$ cat src/rtl/alu_pkg.sv
`default_nettype none
// ============================================================================
// Package     : alu_pkg
// Description : Shared operation encodings for the bit-slice ALU.
// Revision    : 1.0 - initial release
// ============================================================================
package alu_pkg;

    localparam logic [1:0] OP_AND = 2'b00;
    localparam logic [1:0] OP_OR  = 2'b01;
    localparam logic [1:0] OP_ADD = 2'b10;
    localparam logic [1:0] OP_XOR = 2'b11;

endpackage : alu_pkg
`default_nettype wire

$ cat src/rtl/alu_bit.sv
`default_nettype none
// ============================================================================
// Module      : alu_bit
// Description : One ALU bit: AND / OR / full-adder sum / XOR with optional
//               B inversion. Carry-out is always the full-adder carry,
//               whatever the selected operation.
// Revision    : 1.0 - initial release
// ============================================================================
module alu_bit
    import alu_pkg::*;
(
    input  logic       a,
    input  logic       b,
    input  logic       cin,
    input  logic       b_invert,
    input  logic [1:0] operation,
    output logic       result,
    output logic       cout
);

    logic w_bb;
    logic w_prop;
    logic w_sum;

    // B inversion is shared by every operation so subtract is ADD with ~b and cin=1
    assign w_bb   = b_invert ? ~b : b;
    assign w_prop = a ^ w_bb;
    assign w_sum  = w_prop ^ cin;
    assign cout   = (a & w_bb) | (cin & w_prop);

    // Select the per-bit result for the requested operation
    always_comb begin
        result = 1'b0;
        case (operation)
            OP_AND:  result = a & w_bb;
            OP_OR:   result = a | w_bb;
            OP_ADD:  result = w_sum;
            OP_XOR:  result = w_prop;
            default: result = 1'b0;
        endcase
    end

endmodule : alu_bit
`default_nettype wire

$ cat src/rtl/alu_1bit_slice.sv
`default_nettype none
// ============================================================================
// Module      : alu_1bit_slice
// Description : WIDTH-bit ripple ALU built from alu_bit slices. result/cout
//               are combinational; result_q/cout_q are a registered copy.
// Revision    : 1.0 - initial release
// ============================================================================
module alu_1bit_slice
    import alu_pkg::*;
#(
    parameter int WIDTH = 1
) (
    input  logic             clk,
    input  logic             rst,
    input  logic [WIDTH-1:0] a,
    input  logic [WIDTH-1:0] b,
    input  logic             cin,
    input  logic             b_invert,
    input  logic [1:0]       operation,
    output logic [WIDTH-1:0] result,
    output logic             cout,
    output logic [WIDTH-1:0] result_q,
    output logic             cout_q
);

    // Carry chain: w_carry[0] is the external carry-in, w_carry[WIDTH] the MSB carry-out
    logic [WIDTH:0]   w_carry;
    logic [WIDTH-1:0] w_result;
    logic [WIDTH-1:0] r_result;
    logic             r_cout;

    assign w_carry[0] = cin;

    generate
        for (genvar i = 0; i < WIDTH; i++) begin : g_bit
            alu_bit u_bit (
                .a         (a[i]),
                .b         (b[i]),
                .cin       (w_carry[i]),
                .b_invert  (b_invert),
                .operation (operation),
                .result    (w_result[i]),
                .cout      (w_carry[i+1])
            );
        end
    endgenerate

    assign result = w_result;
    assign cout   = w_carry[WIDTH];

    // Pipeline copy of the combinational outputs, cleared by synchronous reset
    always_ff @(posedge clk) begin
        if (rst) begin
            r_result <= '0;
            r_cout   <= 1'b0;
        end else begin
            r_result <= w_result;
            r_cout   <= w_carry[WIDTH];
        end
    end

    assign result_q = r_result;
    assign cout_q   = r_cout;

endmodule : alu_1bit_slice
`default_nettype wire

$ cat config.mk
export PLATFORM = sky130hd
export DESIGN_NAME = alu_1bit_slice
export DESIGN_NICKNAME = d
export VERILOG_FILES = /design/src/rtl/alu_pkg.sv /design/src/rtl/alu_bit.sv /design/src/rtl/alu_1bit_slice.sv
export SDC_FILE = /design/constraint.sdc
export NUM_CORES = 1
export LEC_CHECK = 0
export ABC_AREA = 1
export CAP_MARGIN = 20
export CORE_AREA = 2 2 39 41
export CTS_CLUSTER_SIZE = 40
export DETAILED_ROUTE_END_ITERATION = 8
export DIE_AREA = 0 0 41 43
export REMOVE_ABC_BUFFERS = 1
export SYNTH_ARGS = -nofsm -noshare
export SYNTH_HDL_FRONTEND = slang
export SYNTH_HIERARCHICAL = 1
export SYNTH_SLANG_ARGS = --single-unit
$ cat constraint.sdc
create_clock -name clk -period 2 [get_ports clk]
set_input_delay 0.4 -clock clk [delete_from_list [all_inputs] [get_ports clk]]
set_output_delay 0.4 -clock clk [all_outputs]
set_load 0.005 [all_outputs]
==> flow_metrics.env, run 1 <==
export IMPL_status="complete, no violations"
export IMPL_p_total_uw=217.1
export IMPL_start_util_pct=11.84
export IMPL_die_area_um2=1763
export IMPL_p_leak_uw=0.0002121
export IMPL_slew_viol_final=0
export IMPL_synth_top_area_cell="dfxtp_1"
export IMPL_n_fill_cell=163
export IMPL_end_kind="primary output"
export IMPL_fmax_mhz=516.4
export IMPL_holdBufCountCts=0
export IMPL_irDropWorstVdd_uv=111.3
export IMPL_vias=207
export IMPL_finalSetupTns_ns=0
export IMPL_drive_gt1_share_pct=33.33
export IMPL_p_sw_share_pct=25.24
export IMPL_utilization_pct=27.58
export IMPL_rsz0062_at_grt="false"
export IMPL_io_buffers=11
export IMPL_syn_avg_cell_area_um2=6.829
export IMPL_syn_area_um2=163.9
export IMPL_die_w_um=41
export IMPL_clk_pin_slew_ns=0.03
export IMPL_cp_max_fo=2
export IMPL_syn_to_final_growth_pct=132.8
export IMPL_cts_tree="yes"
export IMPL_gp_congestion=0.6203
export IMPL_synth_seq_cells=2
export IMPL_synth_simple_gate_area_share_pct=22.14
export IMPL_start_kind="input pin"
export IMPL_track_usage_pct=6.018
export IMPL_root_buffer="clkbuf_4"
export IMPL_via_per_inst=3.393
export IMPL_grt_pass1_wl_um=662
export IMPL_switchingPower_uw=54.80
export IMPL_layout_cells_non_filler=61
export IMPL_worstMarginPinSlew_ns=0.1373
export IMPL_hold_violations=0
export IMPL_post_route_period_util_pct=96.83
export IMPL_p_clk_share_pct=41.7
export IMPL_num_rows=14
export IMPL_slew_headroom_pct=90.85
export IMPL_synth_compound_area_share_pct=0
export IMPL_regArea_um2=40.04
export IMPL_route_met3_wl_um=43
export IMPL_yosys_area_top_type_share_pct=24.43
export IMPL_setup_viol=0
export IMPL_synth_top_family_by_area="adder cells"
export IMPL_drv_cap=0
export IMPL_route_met2_wl_um=194
export IMPL_synthCells=24
export IMPL_routed_wl_um=395
export IMPL_timing_worst_setup_path_type="input pin to primary output"
export IMPL_synth_top_cells_by_area="dfxtp_1, inv_1, ha_1"
export IMPL_antenna_cells=0
export IMPL_hold_class="input pin to flip-flop"
export IMPL_cts_htree_levels=1
export IMPL_wl_per_cell_um=6.475
export IMPL_grt_max_degree=4
export IMPL_dr_pass1_iters=1
export IMPL_die_h_um=43
export IMPL_muxShareOfSynthArea_pct=0
export IMPL_top_layer="met4"
export IMPL_grt_antenna_before_repair=0
export IMPL_wl_met1_um=138
export IMPL_io_pins=12
export IMPL_setup_ws_ns=0.06342
export IMPL_synthAdderAreaFrac_pct=27.48
export IMPL_pre_cts_ws_ns=-0.7338
export IMPL_core_area_um2=1384
export IMPL_synth_distinct_cells=8
export IMPL_route_detailed_drc=0
export IMPL_ys_seq_area_share_pct=24.43
export IMPL_internal_power_uw=162.3
export IMPL_critical_path_required_ns=1.60
export IMPL_multi_input_area_um2=108.9
export IMPL_grt_overflow=0
export IMPL_fin_crit_ns=1.937
export IMPL_cellPowerDensity_nw_per_um2=568.9
export IMPL_combPwrFrac_pct=37.7
export IMPL_numCtsBuffers=3
export IMPL_placed_cells=56
export IMPL_synthXorXnorAreaFrac_pct=5.344
export IMPL_synth_warnings=6
export IMPL_nets=58
export IMPL_clock_path_buffers=2
export IMPL_grt_pass1_vias=203
export IMPL_seq_power_share_pct=20.5
export IMPL_ant_nets=0
export IMPL_drtIter0Drc=0
export IMPL_cts_sinks=2
export IMPL_crit_arrival_ns=1.54
## registers in the layout (all words and copies together) (netlist names)
signal / count
result_q: 1
cout_q: 1
## layout make-up
| class | count | share of cell area (%) |
|---|---|---|
| Multi-Input combinational cell | 13 | 28.52 |
| Inverter | 9 | 8.852 |
| Clock buffer | 3 | 5.902 |
| Tap cell | 16 | 5.246 |
| Sequential cell | 2 | 10.49 |
| Timing Repair Buffer | 18 | 40.98 |
## worst paths after layout
path / start / to / slack [ns] / depth (start not counted)
setup / recovery: b_invert / result / 0.06 / 9
hold / removal: rst / result_q$_SDFF_PP0_ / 0.74 / 2
## power groups by stage
stage	Combinational (uW)	Clock [uW]	Sequential [uW]
6_report	81.9	90.6	44.5
5_1_grt	91.5	96.6	44.7
2_1_floorplan	24.2	0	45.7
3_5_place_dp	76.4	0	45.1
3_3_place_gp	74.1	0	45.0
4_1_cts	77.9	94.9	44.6
## synthesized netlist by cell type (all sizes together)
master  count
nand2       5
inv         9
fa          1
nor2        2
nand3       2
dfxtp       2
xnor2       1
ha          2
## cells by family (layout without fill, tap and decap cells)
group,Yosys count,count (layout)
xor gates and xnor gates,1,1
and+or+nand+nor,9,9
buffers and inverters,9,30
adders and majority gates,3,3
DFF,2,2
## worst max-delay path, stage by stage
cell	delay, ns
buf_6	0.10
xnor2_4	0.16
inv_2	0.06
fa_1	0.48
inv_1	0.04
nand2_1	0.05
nand3_1	0.06
nand2_1	0.07
buf_2	0.11
## metrics by stage
stage               hold WS [ns]  area [um2]
finish                    0.7417       381.6
global route              0.7436       381.6
CTS                       0.7409       364.1
detailed placement        0.9713       331.6
global placement          0.9635       331.6
floorplan                 0.4715       163.9
## routing by layer
layer	vias up	GRT usage, %
li1	108	-
met1	86	5.128
met2	11	9.063
met3	2	0
met4	0	10.00
met5	-	0
## cells in the final DEF, fill, tap and decap left out, drive strengths merged
master,count
inv,9
clkbuf,3
xnor2,1
buf,10
nand2,5
dfxtp,2
nand3,2
nor2,2
dlygate4sd2,3
ha,2
clkdlybuf4s50,5
fa,1
## timing repair
action	CTS	global route
endpoints found under the setup margin	2	1
resized for setup	16	3
gates cloned	0	0
pin swaps	4	3
setup buffers	2	0
Note: power is estimated with default switching activity, not from simulation.
==> run 2, diff against run 1 <==
==> constraint.sdc (replaced) <==
create_clock -name clk -period 1.9 [get_ports clk]
set_input_delay 0.38 -clock clk [delete_from_list [all_inputs] [get_ports clk]]
set_output_delay 0.38 -clock clk [all_outputs]
set_load 0.005 [all_outputs]
==> run 2 against run 1 <==
  * First-iteration DRC count is the same
  * Sequential cell count did not move
  * Routed wire length fell by 0.51%
  * Clock power is 5.3% higher
  * Worst hold slack lost 0.020 ns
  * Sequential share of layout area decreased by 0.10 points
  * Via count stayed put
  * Combinational power rose by 6.2%
  * Critical endpoint unchanged
  * Largest power group unchanged
==> flow_metrics.env, run 2 (same netlist as run 1, synthesis figures left out) <==
export IMPL_fin_crit_ns=1.895
export IMPL_cpMostUsedCell="nand2_1"
export IMPL_via_per_inst=3.393
export IMPL_io_buffers=11
export IMPL_crit_arrival_ns=1.51
export IMPL_n_fill_cell=164
export IMPL_final_cell_mix="inv_1, buf_4, nand2_1, clkdlybuf4s50_1"
export IMPL_clock_path_buffers=2
export IMPL_hold_violations=0
export IMPL_drtIter0Drc=0
export IMPL_holdBufCountCts=0
export IMPL_grt_max_degree=4
export IMPL_slew_headroom_pct=90.85
export IMPL_critical_path_required_ns=1.52
export IMPL_route_detailed_drc=0
export IMPL_worstMarginPinSlew_ns=0.1373
export IMPL_stdcell_area_um2=385.4
export IMPL_slowest_stage="fa_1"
export IMPL_setup_viol=0
export IMPL_rsz0062_at_grt="true"
export IMPL_drive_gt1_share_pct=33.33
export IMPL_grt_antenna_before_repair=0
export IMPL_cts_sinks=2
export IMPL_track_usage_pct=6.018
export IMPL_dr_pass1_iters=1
export IMPL_irDropWorstVdd_uv=117.2
export IMPL_path_depth=9
export IMPL_start_kind="input pin"
export IMPL_worstPathCellList="buf_8 -> xnor2_4 -> inv_2 -> fa_1 -> inv_1 -> nand2_1 -> nand3_1 -> nand2_1 -> buf_2"
export IMPL_cts_htree_levels=1
export IMPL_clk_pin_slew_ns=0.03
export IMPL_p_total_uw=229.3
export IMPL_die_area_um2=1763
export IMPL_p_leak_uw=0.0002135
export IMPL_status="complete, no violations"
export IMPL_routed_wl_um=393
export IMPL_final_common_cell="inv_1"
export IMPL_whs_path_depth=2
export IMPL_cts_tree="yes"
export IMPL_grt_overflow=0
export IMPL_fmax_mhz=527.8
export IMPL_max_stage_delay_ns=0.48
export IMPL_num_rows=14
export IMPL_antenna_cells=0
export IMPL_start_util_pct=11.84
export IMPL_end_kind="primary output"
export IMPL_die_h_um=43
export IMPL_root_buffer="clkbuf_4"
export IMPL_numCtsBuffers=3
export IMPL_slew_viol_final=0
export IMPL_ant_nets=0
export IMPL_core_area_um2=1384
export IMPL_timing_worst_setup_path_type="input pin to primary output"
export IMPL_vias=207
export IMPL_hold_class="input pin to flip-flop"
export IMPL_gp_congestion=0.6209
export IMPL_crit_family="adder cells"
export IMPL_nets=58
export IMPL_cellPowerDensity_nw_per_um2=595.0
export IMPL_wl_per_cell_um=6.443
export IMPL_post_route_period_util_pct=99.73
export IMPL_grt_pass1_wl_um=662
export IMPL_path_buf_inv=4
export IMPL_die_w_um=41
export IMPL_drv_cap=0
export IMPL_syn_to_final_growth_pct=135.1
export IMPL_placed_cell_area_um2=331.6
export IMPL_io_pins=12
export IMPL_cp_max_fo=2
export IMPL_grt_pass1_vias=203
run 2: cell counts in the layout (fill, tap and decap cells not counted):
No cell type changed its count.
run 2: layer usage:
metal | up-vias | global-route usage [%] | share of wire [%]
met5 | - | 0 | 0
li1 | 108 | - | -
met2 | 11 | 9.063 | 49
met4 | 0 | 10.00 | 4.8
met3 | 2 | 0 | 11
met1 | 86 | 5.128 | 35
run 2: path summary, 6_finish.rpt:
| kind | start | end | slack, ns |
|---|---|---|---|
| worst min-delay path | rst | result_q$_SDFF_PP0_ | 0.72 |
| worst max-delay path | b_invert | result | 0.005 |
run 2: layout make-up:
class                           instances  area (um2)  area share (%)
Timing Repair Buffer                   18       160.2           41.56
Multi-Input combinational cell         13       108.9           28.25
Sequential cell                         2       40.04           10.39
Inverter                                9       33.78           8.766
Clock buffer                            3       22.52           5.844
Tap cell                               16       20.02           5.195
run 2: metrics by stage:
step                      setup WS, ns  setup TNS, ns  instances  hold slack (ns)  util, %
after floorplan                 0.1989              0         24           0.4515        -
after global placement         -0.7708         -1.339         56           0.9435    23.96
after detailed placement       -0.7938         -1.388         56           0.9513    23.96
after CTS                     -0.04777       -0.04777         61           0.7209    26.31
after global routing          -0.05383       -0.05383         61           0.7236    27.85
final                         0.005216              0         61           0.7217    27.85
run 2: timing repair:
action | in CTS | in global routing
pin swaps | 4 | 3
buffers inserted | 2 | 0
setup endpoints to repair | 2 | 1
resized for setup | 16 | 4
gates cloned | 0 | 0
run 2: report_power, final:
part / switching [uW] / leakage, uW / internal (uW) / total (uW)
Clock: 25.6 / 0.0000138 / 69.8 / 95.4
Combinational: 31.2 / 0.000183 / 55.8 / 87.0
Sequential: 0.781 / 0.0000167 / 46.1 / 46.9
Total: 57.6 / 0.000213 / 172 / 229
